[config.mk]
export PLATFORM = sky130hd
export DESIGN_NAME = line_conditioner
export DESIGN_NICKNAME = d
export VERILOG_FILES = /design/src/rtl/line_cond_pkg.sv /design/src/rtl/line_cond_chan.sv /design/src/rtl/line_conditioner.sv
export SDC_FILE = /design/constraint.sdc
export NUM_CORES = 1
export LEC_CHECK = 0
export CORE_ASPECT_RATIO = 0.5
export CORE_MARGIN = 5
export CORE_UTILIZATION = 54
export DETAILED_ROUTE_END_ITERATION = 6
export HOLD_SLACK_MARGIN = 0.03
export PLACE_DENSITY = 0.77
export SLEW_MARGIN = 20
export SYNTH_ARGS = -nofsm -noshare
export SYNTH_HDL_FRONTEND = slang
export SYNTH_SLANG_ARGS = --single-unit
[constraint.sdc]
create_clock -name clk -period 2.46 [get_ports clk]
set_input_delay 0.492 -clock clk [delete_from_list [all_inputs] [get_ports clk]]
set_output_delay 0.492 -clock clk [all_outputs]
set_load 0.03 [all_outputs]
[src/rtl/line_cond_pkg.sv]
// -----------------------------------------------------------------------------
// line_cond_pkg
// Shared definitions for the line conditioner: per-line mode encodings and a
// helper that selects which filtered edge(s) fire the pulse stretcher.
// -----------------------------------------------------------------------------
package line_cond_pkg;

    localparam logic [1:0] LC_MODE_LEVEL = 2'b00;
    localparam logic [1:0] LC_MODE_RISE  = 2'b01;
    localparam logic [1:0] LC_MODE_FALL  = 2'b10;
    localparam logic [1:0] LC_MODE_BOTH  = 2'b11;

    // Level mode never produces an event, so a stale pulse counter is
    // simply left to run down unobserved.
    function automatic logic lc_mode_event(
        input logic [1:0] mode,
        input logic       rise,
        input logic       fall
    );
        logic ev;
        ev = 1'b0;
        case (mode)
            LC_MODE_RISE: ev = rise;
            LC_MODE_FALL: ev = fall;
            LC_MODE_BOTH: ev = rise | fall;
            default:      ev = 1'b0;
        endcase
        return ev;
    endfunction

endpackage

[src/rtl/line_cond_chan.sv]
// -----------------------------------------------------------------------------
// line_cond_chan
// One conditioned line: two-flop synchroniser, polarity inversion, glitch
// filter, edge detector and retriggerable pulse stretcher.
//
// Ports:
//   clk           block clock
//   rstn          asynchronous active-low reset
//   raw_line      asynchronous external line
//   invert        polarity inversion applied after the synchroniser
//   mode          output mode (level / rise / fall / both-edge pulse)
//   filter_len    L: input must differ from the filtered state L+1 cycles
//   stretch_len   S: pulse length is S+1 cycles
//   filtered_line debounced level
//   cond_line     conditioned output (level or stretched pulse)
// -----------------------------------------------------------------------------
module line_cond_chan
    import line_cond_pkg::*;
#(
    parameter int FILTER_W  = 8,
    parameter int STRETCH_W = 8
) (
    input  logic                 clk,
    input  logic                 rstn,
    input  logic                 raw_line,
    input  logic                 invert,
    input  logic [1:0]           mode,
    input  logic [FILTER_W-1:0]  filter_len,
    input  logic [STRETCH_W-1:0] stretch_len,
    output logic                 filtered_line,
    output logic                 cond_line
);

    localparam logic [FILTER_W-1:0]  FILT_ONE  = FILTER_W'(1);
    localparam logic [STRETCH_W:0]   PULSE_ONE = (STRETCH_W + 1)'(1);

    logic                 r_sy1;
    logic                 r_sy2;
    logic                 r_filt;
    logic                 r_filt_d;
    logic [FILTER_W-1:0]  r_cnt;
    logic [STRETCH_W:0]   r_pulse;

    logic                 w_s;
    logic                 w_rise;
    logic                 w_fall;
    logic                 w_event;

    // Inversion sits after the synchroniser so a polarity change is just
    // another input transition for the filter to judge.
    assign w_s = r_sy2 ^ invert;

    always_ff @(posedge clk or negedge rstn) begin
        if (!rstn) begin
            r_sy1 <= 1'b0;
            r_sy2 <= 1'b0;
        end else begin
            r_sy1 <= raw_line;
            r_sy2 <= r_sy1;
        end
    end

    // The compare is >= so lowering filter_len below a running count
    // commits the transition on the next cycle; the count is cleared at
    // that point and therefore never wraps.
    always_ff @(posedge clk or negedge rstn) begin
        if (!rstn) begin
            r_filt <= 1'b0;
            r_cnt  <= '0;
        end else if (w_s == r_filt) begin
            r_cnt  <= '0;
        end else if (r_cnt >= filter_len) begin
            r_filt <= w_s;
            r_cnt  <= '0;
        end else begin
            r_cnt  <= r_cnt + FILT_ONE;
        end
    end

    // f and f_d both reset to 0, so leaving reset never looks like an edge.
    always_ff @(posedge clk or negedge rstn) begin
        if (!rstn) begin
            r_filt_d <= 1'b0;
        end else begin
            r_filt_d <= r_filt;
        end
    end

    assign w_rise  = r_filt & ~r_filt_d;
    assign w_fall  = ~r_filt & r_filt_d;
    assign w_event = lc_mode_event(mode, w_rise, w_fall);

    // Retrigger reloads rather than accumulates; the extra counter bit
    // holds S+1 without overflow.
    always_ff @(posedge clk or negedge rstn) begin
        if (!rstn) begin
            r_pulse <= '0;
        end else if (w_event) begin
            r_pulse <= {1'b0, stretch_len} + PULSE_ONE;
        end else if (r_pulse != '0) begin
            r_pulse <= r_pulse - PULSE_ONE;
        end
    end

    assign filtered_line = r_filt;
    assign cond_line     = (mode == LC_MODE_LEVEL) ? r_filt : (r_pulse != '0);

endmodule

[src/rtl/line_conditioner.sv]
// -----------------------------------------------------------------------------
// line_conditioner
// Per-line input conditioner feeding the line routing matrix. Replicates one
// line_cond_chan per line and slices the per-line configuration.
//
// Ports:
//   clk            block clock
//   rstn           asynchronous active-low reset
//   raw_lines      asynchronous external lines
//   invert         per-line polarity inversion
//   mode           per-line mode, bits [2i+1:2i]
//   filter_len     shared glitch-filter length L
//   stretch_len    shared pulse-stretch length S
//   filtered_lines debounced level per line
//   cond_lines     conditioned outputs to the matrix input_lines
// -----------------------------------------------------------------------------
module line_conditioner
    import line_cond_pkg::*;
#(
    parameter int NUM_LINES = 10,
    parameter int FILTER_W  = 8,
    parameter int STRETCH_W = 8
) (
    input  logic                   clk,
    input  logic                   rstn,
    input  logic [NUM_LINES-1:0]   raw_lines,
    input  logic [NUM_LINES-1:0]   invert,
    input  logic [2*NUM_LINES-1:0] mode,
    input  logic [FILTER_W-1:0]    filter_len,
    input  logic [STRETCH_W-1:0]   stretch_len,
    output logic [NUM_LINES-1:0]   filtered_lines,
    output logic [NUM_LINES-1:0]   cond_lines
);

    for (genvar g = 0; g < NUM_LINES; g++) begin : g_line
        line_cond_chan #(
            .FILTER_W  (FILTER_W),
            .STRETCH_W (STRETCH_W)
        ) u_chan (
            .clk           (clk),
            .rstn          (rstn),
            .raw_line      (raw_lines[g]),
            .invert        (invert[g]),
            .mode          (mode[2*g +: 2]),
            .filter_len    (filter_len),
            .stretch_len   (stretch_len),
            .filtered_line (filtered_lines[g]),
            .cond_line     (cond_lines[g])
        );
    end

endmodule

# Word level (Yosys, flattened, before mapping)
# Cells that the tools add are included.
[word_totals]
ff_bits = 210
inputBits = 58
word_cells = 301
[op_classes]
n_reduce_logical = 40
eq_ne = 40
mux = 60
add_sub_neg = 21
magnitude_cmp = 10
bitwise = 70
[op_table]
columns = ["cell", "count"]
rows = [
  ["2-to-1 mux 9 bit", 20],
  ["2-to-1 mux 8 bit", 20],
  ["nonzero test 9 bit", 10],
  ["subtractor 9 x 1 -> 9 bit, second input constant", 10],
  ["adder 8 x 1 -> 8 bit, second input constant", 10],
  ["greater-or-equal comparator 8 bit", 10],
  ["equality test 2 bit, second input constant", 20],
  ["NOT 1 bit", 30],
  ["case mux 1 bit (3 select lines)", 10],
  ["AND 1 bit", 20],
  ["equality test 2 x 1 -> 1 bit, second input constant", 10],
  ["zero test 2 bit", 10],
  ["AND reduction 2 bit", 10],
  ["nonzero test 2 bit", 10],
  ["equality test 1 bit", 10],
  ["2-to-1 mux 1 bit", 10],
  ["OR 1 bit", 10],
  ["bitwise XOR 1 bit", 10],
  ["adder 8 x 1 -> 9 bit, second input constant", 1],
]

# Longest topological paths before layout
[depth]
depth_word = 5
depth_mapped = 8
depth_no_buf = 6

# By module
# From an unflattened synthesis, not the netlist that was laid out.
[hier_totals]
hier_cells = 1408
hier_area_um2 = 14390.1
[by_module_without_submodules]
columns = ["module", "n_inst", "cells_each", "area_per_inst_um2", "seq_area_each_um2"]
rows = [
  ["line_cond_chan (g_line[0].u_chan ...)", 9, 140, 1442.6, 525.5],
  ["line_cond_chan (g_line[5].u_chan)", 1, 148, 1406.3, 525.5],
]

# Least setup slack after synthesis
# Ideal clock, no wire load.
[synth_timing]
kind = "reg-to-output"
start = "register g_line[7].u_chan.r_pulse[0]"
end = "output port cond_lines[7]"
path_stages_with_launch = 9
path_buffers = 2
arrival_time_ns = 1.981
setup_slack_ns = -0.013
required_time_ns = 1.968
cell_sequence = "dfrtp_1 inv_1 ha_1 or4b_4 or4_4 buf_6 nor2_1 a21oi_1 buf_4"
[synth_via]
elab_chain_cells = 2
[synth_rtl]
columns = ["element", "line", "source"]
rows = [
  ["start: declaration", "line_cond_chan.sv:42", "logic [STRETCH_W:0] r_pulse;"],
  ["start signal: assignment", "line_cond_chan.sv:99", "r_pulse <= {1'b0, stretch_len} + PULSE_ONE;"],
  ["start signal: assignment", "line_cond_chan.sv:101", "r_pulse <= r_pulse - PULSE_ONE;"],
  ["nonzero test 9 bit", "line_cond_chan.sv:106", "assign cond_line = (mode == LC_MODE_LEVEL) ? r_filt : (r_pulse != '0);"],
  ["2-to-1 mux 1 bit", "line_cond_chan.sv:106", ""],
  ["end: declaration", "line_conditioner.sv:32", "output logic [NUM_LINES-1:0] cond_lines"],
]
# Every way passes these cells.

# Worst setup path in the final report
[layout_timing]
start = "register g_line[2].u_chan.r_pulse[1]"
end = "output port cond_lines[2]"
[layout_via]
elab_chain_cells = 2
[layout_rtl]
columns = ["element", "line"]
rows = [
  ["start: declaration", "line_cond_chan.sv:42"],
  ["start signal: assignment", "line_cond_chan.sv:99"],
  ["start signal: assignment", "line_cond_chan.sv:101"],
  ["nonzero test 9 bit", "line_cond_chan.sv:106"],
  ["2-to-1 mux 1 bit", "line_cond_chan.sv:106"],
]
# Every way passes these cells.

==> results.yml <==
timing:
  setup_viol: 10
  skew_ns: 0.00861
  slew_headroom_pct: 59.0
  period_share_pct: 120
  min_period_ns: 2.94
  slew_violations: 0
  timing.final.hold_violations: 0
  fmax_ghz: 0.340
  hold_slack_ns: 0.349
  finalWorstSetupSlack_ns: -0.483
  rsz0062_at_grt: "yes"
  worstMarginPinSlew_ns: 0.615
place:
  hpwl_um: 20800
  numPortBuffers: 77
  gp_routability_congestion: 0.872
power:
  total_power_mw: 16.6
  p_sw_mw: 6.20
  seq_power_share_pct: 33.7
  combPwrFrac_pct: 45.6
  ir_worst_vdd_mv: 0.434
  p_sw_share_pct: 37.3
  power_per_cell_area_nw_per_um2: 1060
  leakage_nw: 7.56
  power.internal_mw: 10.4
  clockPowerShare_pct: 20.7
detailed_routing:
  wl_um: 30300
  vias: 9704
  drt_iter0_drc: 586
  ant_nets: 0
  drcViolationCount: 0
  avgViaCountPerCell: 5.54
  drtPass1Iterations: 4
  wl_per_cell_um: 17.3
floorplanning:
  die_area_sq_um: 26100
  initial_core_util_pct: 54.4
  num_rows: 39
  die_h_um: 117
  io_pins: 78
  core_area_sq_um: 22600
  die_x_um: 223
synthesis:
  syn_nets: 1375
  yosysSeqAreaShare_pct: 42.8
  synth_area_leaders: "dfrtp_1, ha_1, xor2_1"
  yosys.area.top_type_share_pct: 42.8
  syn_inst: 1196
  syn_avg_cell_area_sq_um: 10.3
  synth_cell_types: 40
  synth_largest_area_cell: "dfrtp_1"
  synth_warnings: 0
  synthesis.area_sq_um: 12300
  ys_ff_latch: 210
worst_setup_path:
  worstPathArrival_ns: 2.45
  slowest_delay_ns: 0.56
  cp.depth: 7
  r2r-end: "g_line[3].u_chan.r_pulse[5]"
  critPathBufInv: 2
  crit_chain: "inv_2 -> ha_4 -> or4b_4 -> or4b_4 -> nor2_4 -> a21oi_2 -> buf_6"
  reg2reg_from: "g_line[3].u_chan.r_pulse[1]"
  worstSetupStartpoint: "g_line[2].u_chan.r_pulse[1]"
  critPathTopFamily: "simple AND/OR/NAND/NOR gates"
  crit_required_ns: 1.97
  endpoint: "cond_lines[2]"
  criticalPathCategory: "reg -> out"
  worstPathMaxFanout: 2
  end_kind: "output port"
  rr_worst_depth: 7
  r2r_setup_slack_ns: 0.14
  cp_slowest_cell: "or4b_4"
  critPathLaunchType: "flop"
  path_common_cell: "or4b_4"
clock_tree:
  cts_buffer_depth: 3
  numCtsBuffers: 20
  cts.clk_slew.worst_paths_ns: 0.07
  cts_tree: "done"
  cts_sinks: 210
  cts_root_buffer: "clkbuf_16"
  h-tree-depth: 1
  insertion_delay_ns: 0.50
cells_and_area:
  multi_input_area_sq_um: 6750
  fillers: 1604
  layout_commonest_cell: "dfrtp_1"
  final_cell_mix: "dfrtp_1, buf_4, nor2_1"
  num_antenna_cells: 0
  area_growth_pct: 27.1
  final_net_count: 1611
  regArea_sq_um: 5260
  drive_gt1_share_pct: 20.5
min_path:
  hp-class: "reg -> reg"
status:
  violations: "setup timing"
  outcome: "finished with violations"
grt:
  overflow: 0
  grt_util_all_layers_pct: 23.5
  grt_max_degree: 59
  antenna_found_initial: 0
  grt_pass1_wl_um: 50500
  grt_pass1_vias: 10300
run:
  cap_violations: 0
[sequential cells by signal, indices dropped and copies added (netlist names)]
signal and count:
g_line.u_chan.r_cnt 80, g_line.u_chan.r_sy1 10, g_line.u_chan.filtered_line 10, g_line.u_chan.r_filt_d 10
g_line.u_chan.r_sy2 10, g_line.u_chan.r_pulse 90
[what timing repair did]
action | CTS | global route
pin swaps | 9 | 13
hold endpoints to repair | 55 | 0
hold buffers | 1 | 0
resized for setup | 85 | 37
endpoints found under the setup margin | 10 | 10
buffers inserted | 15 | 12
[power by group through the flow]
stage               Combinational [mW]  Sequential, mW  Clock [mW]
floorplan                         4.37            5.44           0
global placement                  6.56            5.50           0
detailed placement                6.93            5.58           0
CTS                               7.30            5.56        3.47
global route                      8.40            5.75        3.63
finish                            7.58            5.60        3.44
[metal layers]
metal  wire, um  GRT usage [%]  vias up
li1           -              -     4650
met1      13500           31.0     4831
met2      14900           41.7      172
met3       1170           3.14       51
met4        646           6.36        0
met5          0              0        -
[synth_stat cells (all sizes together)]
| cell type | instances |
|---|---|
| o21ai | 17 |
| o41ai | 8 |
| a31oi | 2 |
| o22ai | 30 |
| nor3 | 10 |
| nand3 | 70 |
| or2 | 4 |
| a21oi | 29 |
| xor2 | 105 |
| and3b | 2 |
| mux2 | 10 |
| o311ai | 11 |
| and3 | 21 |
| or4 | 4 |
| and4 | 1 |
| nand4 | 12 |
| or4b | 18 |
| ha | 121 |
| nand2b | 10 |
| buf | 30 |
| nand2 | 57 |
| inv | 67 |
| nor2 | 139 |
| a2111oi | 10 |
| mux2i | 62 |
| nor2b | 16 |
| clkbuf | 11 |
| nor3b | 10 |
| o31ai | 11 |
| o21a | 28 |
| o211ai | 8 |
| xnor2 | 51 |
| dfrtp | 210 |
| nor4 | 1 |
[worst register-to-register path, delay by kind of cell, from the launching register on]
family | cells | cell delay, ns
flops | 1 | 0.40
simple gates | 2 | 1.02
fa+ha+maj | 1 | 0.13
buf+inv | 2 | 0.27
compound gates | 2 | 0.35
[worst min-delay path by stage]
stage / start / endpoint / slack (ns) / depth (start not counted)
after floorplan: rstn / g_line[0].u_chan.filtered_line / 0.20 / 0
after CTS: g_line[2].u_chan.r_sy1 / g_line[2].u_chan.r_sy2 / 0.35 / 0
after detailed placement: g_line[2].u_chan.r_sy1 / g_line[2].u_chan.r_sy2 / 0.33 / 0
after global placement: g_line[8].u_chan.r_sy1 / g_line[8].u_chan.r_sy2 / 0.33 / 0
after global routing: g_line[8].u_chan.r_sy1 / g_line[8].u_chan.r_sy2 / 0.35 / 0
final: g_line[2].u_chan.r_sy1 / g_line[2].u_chan.r_sy2 / 0.35 / 0
[layout make-up]
cell class / count / share of cell area, %
sequential: 210 / 33.6
clock inverter: 10 / 0.873
inverter: 67 / 1.61
tap: 307 / 2.46
clock buffer: 26 / 3.81
timing repair buffer: 255 / 14.4
multi-input combinational: 878 / 43.2
[per-stage QoR]
stage	setup WS, ns	instances	utilization [%]	TNS (ns)	cell area [sq um]
6_report	-0.483	1753	69.1	-4.13	15600
2_1_floorplan	-0.00764	1196	-	-0.0500	12300
5_1_grt	-0.538	1753	69.1	-4.78	15600
4_1_cts	-0.518	1741	68.2	-4.28	15400
3_5_place_dp	-0.475	1689	64.0	-15.86	14500
3_3_place_gp	-0.411	1689	64.0	-10.16	14500
[cells by family (layout without fill, tap and decap cells)]
kind of cell               Yosys count  count (layout)  share of synthesized area, %
AOI/OAI and AO/OA                  154             154                          8.44
DFF                                210             210                          42.8
and+or+nand+nor                    375             375                          15.3
adders and majority gates          121             121                          12.3
muxes                               72              72                          5.97
xor gates and xnor gates           156             156                          11.1
buffers and inverters              108             358                          4.05
(Power assumes the default switching activity.)
==> RTL change 1: new RTL, same settings <==
The parameter `NUM_LINES` goes from 10 to 20.
--- a/src/rtl/line_conditioner.sv
+++ b/src/rtl/line_conditioner.sv
@@ -19,3 +19,3 @@
 #(
-    parameter int NUM_LINES = 10,
+    parameter int NUM_LINES = 20,
     parameter int FILTER_W  = 8,
Ports: changed (5 resized); port bits go from 78 to 138. The function was not compared with the original's and may differ.
==> RTL change 1 against the original RTL <==
- the run still ends with negative setup slack left
- area after synthesis increased by 100%
- setup slack worse by 26 ps
- power grew 100%
- critical endpoint is now cond_lines[1]
- sequential cell count grew 210
- design area rose by 98%
- via count grew 100%
- sequential power grew 98%
- die area up 92%
- final cell count is 97% higher
- register-to-register slack worse by 210 ps
- non-clock buffer count rose by 228
- wire length up 110%
==> RTL change 1: results <==
[global_routing]
grt_start_max_net_pins = 67
grt_pass1_wl_um = 102000
met1_usage_pct = 32.2
met3_usage_pct = 3.79

[synth]
synth_mux_area_share_pct = 6.70
netlist_instances = 2402
synth_fa_ha_area_share_pct = 12.3
synth_commonest_cells = "dfrtp_1, nor2_1, ha_1"
seq_area_frac_synth_pct = 42.8
synth_nets = 2741
synth_cell_types = 49
synth_compound_area_share_pct = 8.82

[run_status]
status = "finished with violations"
violations = "negative setup slack"

[clock_network]
insertion_delay_ps = 550
cts_buffers = 42
htreeDepth = 2

[routing]
drt_wl_total_um = 62100
drt_first_pass_iters = 7
wl_per_cell_um = 18.0

[placed_design]
gp_congestion = 0.844
post-place-ws_ps = -405
place_hpwl_um = 42300

[layout]
finalNetCount = 3165

[critical_path]
crit_arrival_ps = 2480
regToRegSetupSlack_ps = -70

[power]
leakagePower_nw = 14.7
peakVddDrop_uv = 623

[timing]
whs_ps = 347
worst_slack_ps = -509
finalSetupViolCount = 21
slew_headroom_pct = 39.2
==> RTL change 1: path summary, 6_finish.rpt <==
| kind | startpoint | to | cells after the start |
|---|---|---|---|
| worst max-delay path | g_line[1].u_chan.r_pulse[1]$_DFFE_PN0P_ | cond_lines[1] | 7 |
| worst min-delay path | g_line[17].u_chan.r_sy1$_DFF_PN0_ | g_line[17].u_chan.r_sy2$_DFF_PN0_ | 0 |
| worst max register to register | g_line[1].u_chan.r_pulse[1]$_DFFE_PN0P_ | g_line[1].u_chan.r_pulse[1]$_DFFE_PN0P_ | 9 |
| worst min register to register | g_line[17].u_chan.r_sy1$_DFF_PN0_ | g_line[17].u_chan.r_sy2$_DFF_PN0_ | 0 |
| max in group asynchronous | rstn | g_line[14].u_chan.r_pulse[7]$_DFFE_PN0P_ | 3 |
| min in group asynchronous | rstn | g_line[4].u_chan.r_sy2$_DFF_PN0_ | 2 |
==> RTL change 1: power by group <==
part           internal, mW  switching (mW)
registers              9.08            2.03
logic                  7.66            7.64
clock network          4.04            2.77
==> RTL change 1: routing by layer <==
layer  vias up  part of all wire (%)
li1       9289                     -
met1      9727                    43
met2       482                    49
met3       141                   5.2
met4         0                   2.7
met5         -                     0
==> RTL change 1: area by class of cell <==
class                      count  area [um2]  share of cell area, %
inverter                     129         484                   1.57
clock inverter                13         146                  0.474
sequential                   420       10500                   34.0
multi-input combinational   1750       13400                   43.4
clock buffer                  64        1330                   4.30
timing repair buffer         483        4260                   13.8
tap                          598         748                   2.42
==> RTL change 1: timing repair <==
action | CTS | global route
hold buffers | 1 | 0
cloned | 0 | 0
pin swaps | 17 | 16
setup endpoints to repair | 20 | 21
setup buffers | 25 | 8
gates resized for setup | 172 | 46
endpoints found under the hold margin | 38 | 0
==> RTL change 2: new RTL, config.mk and constraints unchanged <==
Made on the original files. Add an input register stage for `raw_lines`, `invert`, `mode`, `filter_len` and `stretch_len`; this delays them by one clock. Comments in the files are not updated.
--- a/src/rtl/line_conditioner.sv
+++ b/src/rtl/line_conditioner.sv
@@ -34,2 +34,16 @@
 
+    logic [NUM_LINES-1:0] raw_lines_q;
+    logic [NUM_LINES-1:0] invert_q;
+    logic [2*NUM_LINES-1:0] mode_q;
+    logic [FILTER_W-1:0] filter_len_q;
+    logic [STRETCH_W-1:0] stretch_len_q;
+
+    always_ff @(posedge clk) begin
+        raw_lines_q   <= raw_lines;
+        invert_q      <= invert;
+        mode_q        <= mode;
+        filter_len_q  <= filter_len;
+        stretch_len_q <= stretch_len;
+    end
+
     for (genvar g = 0; g < NUM_LINES; g++) begin : g_line
@@ -41,7 +55,7 @@
             .rstn          (rstn),
-            .raw_line      (raw_lines[g]),
-            .invert        (invert[g]),
-            .mode          (mode[2*g +: 2]),
-            .filter_len    (filter_len),
-            .stretch_len   (stretch_len),
+            .raw_line      (raw_lines_q[g]),
+            .invert        (invert_q[g]),
+            .mode          (mode_q[2*g +: 2]),
+            .filter_len    (filter_len_q),
+            .stretch_len   (stretch_len_q),
             .filtered_line (filtered_lines[g]),
Behaviour: not the same (Yosys sat finds a counterexample within 4 cycles, from zero or initial values and one cycle with rstn low).
==> RTL change 2 against the original RTL <==
- the run still ends with negative setup slack left
- sequential power rose by 17%
- first-iteration DRC count rose by 8.9%
- design area up 5.2%
- die area grew 8.7%
- wire length increased by 3.6%
- area after synthesis grew 9.3%
- setup slack worse by 16 ps
- largest power group unchanged
- power increased by 3.8%
- sequential cell count grew 56
- synthesized cell count increased by 5.1%
- register-to-register slack worse by 90 ps
- worst hold slack worse by 22 ps
- critical path depth unchanged
==> RTL change 2: results <==
[layout]
clock_buffers = 39
finalNetCount = 1633
signal_buffers = 210
top_regs = "g_line.u_chan.r_pulse x90, g_line.u_chan.r_cnt x80, mode_q x20"
multi_input_area_share_pct = 41.4
final_layout_size_suffix_gt1_share_pct = 17.4

[timing]
worst_slack_ps = -499
finClkSkew_ps = 15.8
worst_pin_slew_ps = 919
finalSetupViolCount = 10

[clock_network]
cts_buffers = 25
clock_sinks = 266
insertion_delay_ps = 540

[placed_design]
place_hpwl_um = 21900
gp_congestion = 0.829
placed_area_um2 = 15200

[synth]
synth_nets = 1436
synth_commonest_cells = "dfrtp_1, nor2_1, ha_1"
seq_area_frac_synth_pct = 47.5
synth_compound_area_share_pct = 7.84
synth-async-reset-ratio_pct = 78.9
synth_area_leaders = "dfrtp_1, ha_1, dfxtp_1, xor2_1, mux2i_1"
synth_fa_ha_area_share_pct = 11.3
synth_mux_area_share_pct = 5.46
synth_cell_types = 42

[run_status]
status = "finished with violations"
violations = "negative setup slack"

[critical_path]
crit_arrival_ps = 2470
r2r_cells = 8

[global_routing]
grt_start_max_net_pins = 63
grt_pass1_vias = 10700
grt_use_total_pct = 22.5
grt_pass1_wl_um = 52200

[routing]
drt_iter0_drc = 638
drt_first_pass_iters = 5
vias = 10100
wl_per_cell_um = 17.3

[power]
peakVddDrop_uv = 529

[hold_path]
hold_start = "raw_lines_q[8]$_DFF_P_"
min_to = "g_line[8].u_chan.r_sy1$_DFF_PN0_"
==> RTL change 2: cell types whose count changed after synthesis, sizes merged, moves of 2 or more <==
cell   delta
nand4     -2
or2       +2
nor2      +2
xor2      -7
nand3     -3
xnor2     +7
nor3      +2
or4       +2
nand2     +4
dfxtp    +56
or4b      -2
==> RTL change 2: metal layers <==
metal	up-vias	GRT usage [%]	routed length [um]
met2	222	39.0	15400
met1	5022	29.7	14000
met3	54	4.28	1400
met4	0	5.20	603
li1	4781	-	-
met5	-	0	0
==> RTL change 2: timing repair <==
action	CTS	global route
gates resized for setup	79	25
endpoints found under the hold margin	58	0
endpoints found under the setup margin	10	12
pin swaps	9	8
hold buffers	1	0
buffers inserted	24	10
==> RTL change 2: logic make-up after synthesis <==
logic type	Yosys count
AND/OR/NAND/NOR	379
flip-flops	266
buffers and inverters	107
AO/OA/AOI/OAI	156
XOR/XNOR	156
multiplexers	72
adder cells (fa/ha/maj)	121
==> RTL change 2: stage by stage <==
stage               hold WS (ps)  TNS (ps)  power, mW  worst slack, ps  std cells
finish                       327     -3920       17.2             -499       1809
global route                 332     -4670       18.4             -569       1809
CTS                          329     -4090       17.0             -521       1799
detailed placement           320     -2150       12.9             -424       1728
global placement             317     -2040       12.4             -426       1728
floorplan                    196     -43.0       10.6            -7.63       1257
==> RTL change 2: power breakdown <==
| part | internal (mW) | switching (mW) | leakage (nW) |
|---|---|---|---|
| combinational | 3.52 | 3.49 | 4.22 |
| sequential | 5.45 | 1.11 | 3.16 |
| clock | 2.02 | 1.65 | 0.373 |
==> RTL change 2: worst register-to-register path: stages, from the launching register on <==
cell and delay (ps):
dfrtp_1 400, inv_2 90, ha_4 120, or4b_4 470, buf_4 160, buf_4 140, or4_4 460, mux2i_2 190
mux2_2 270
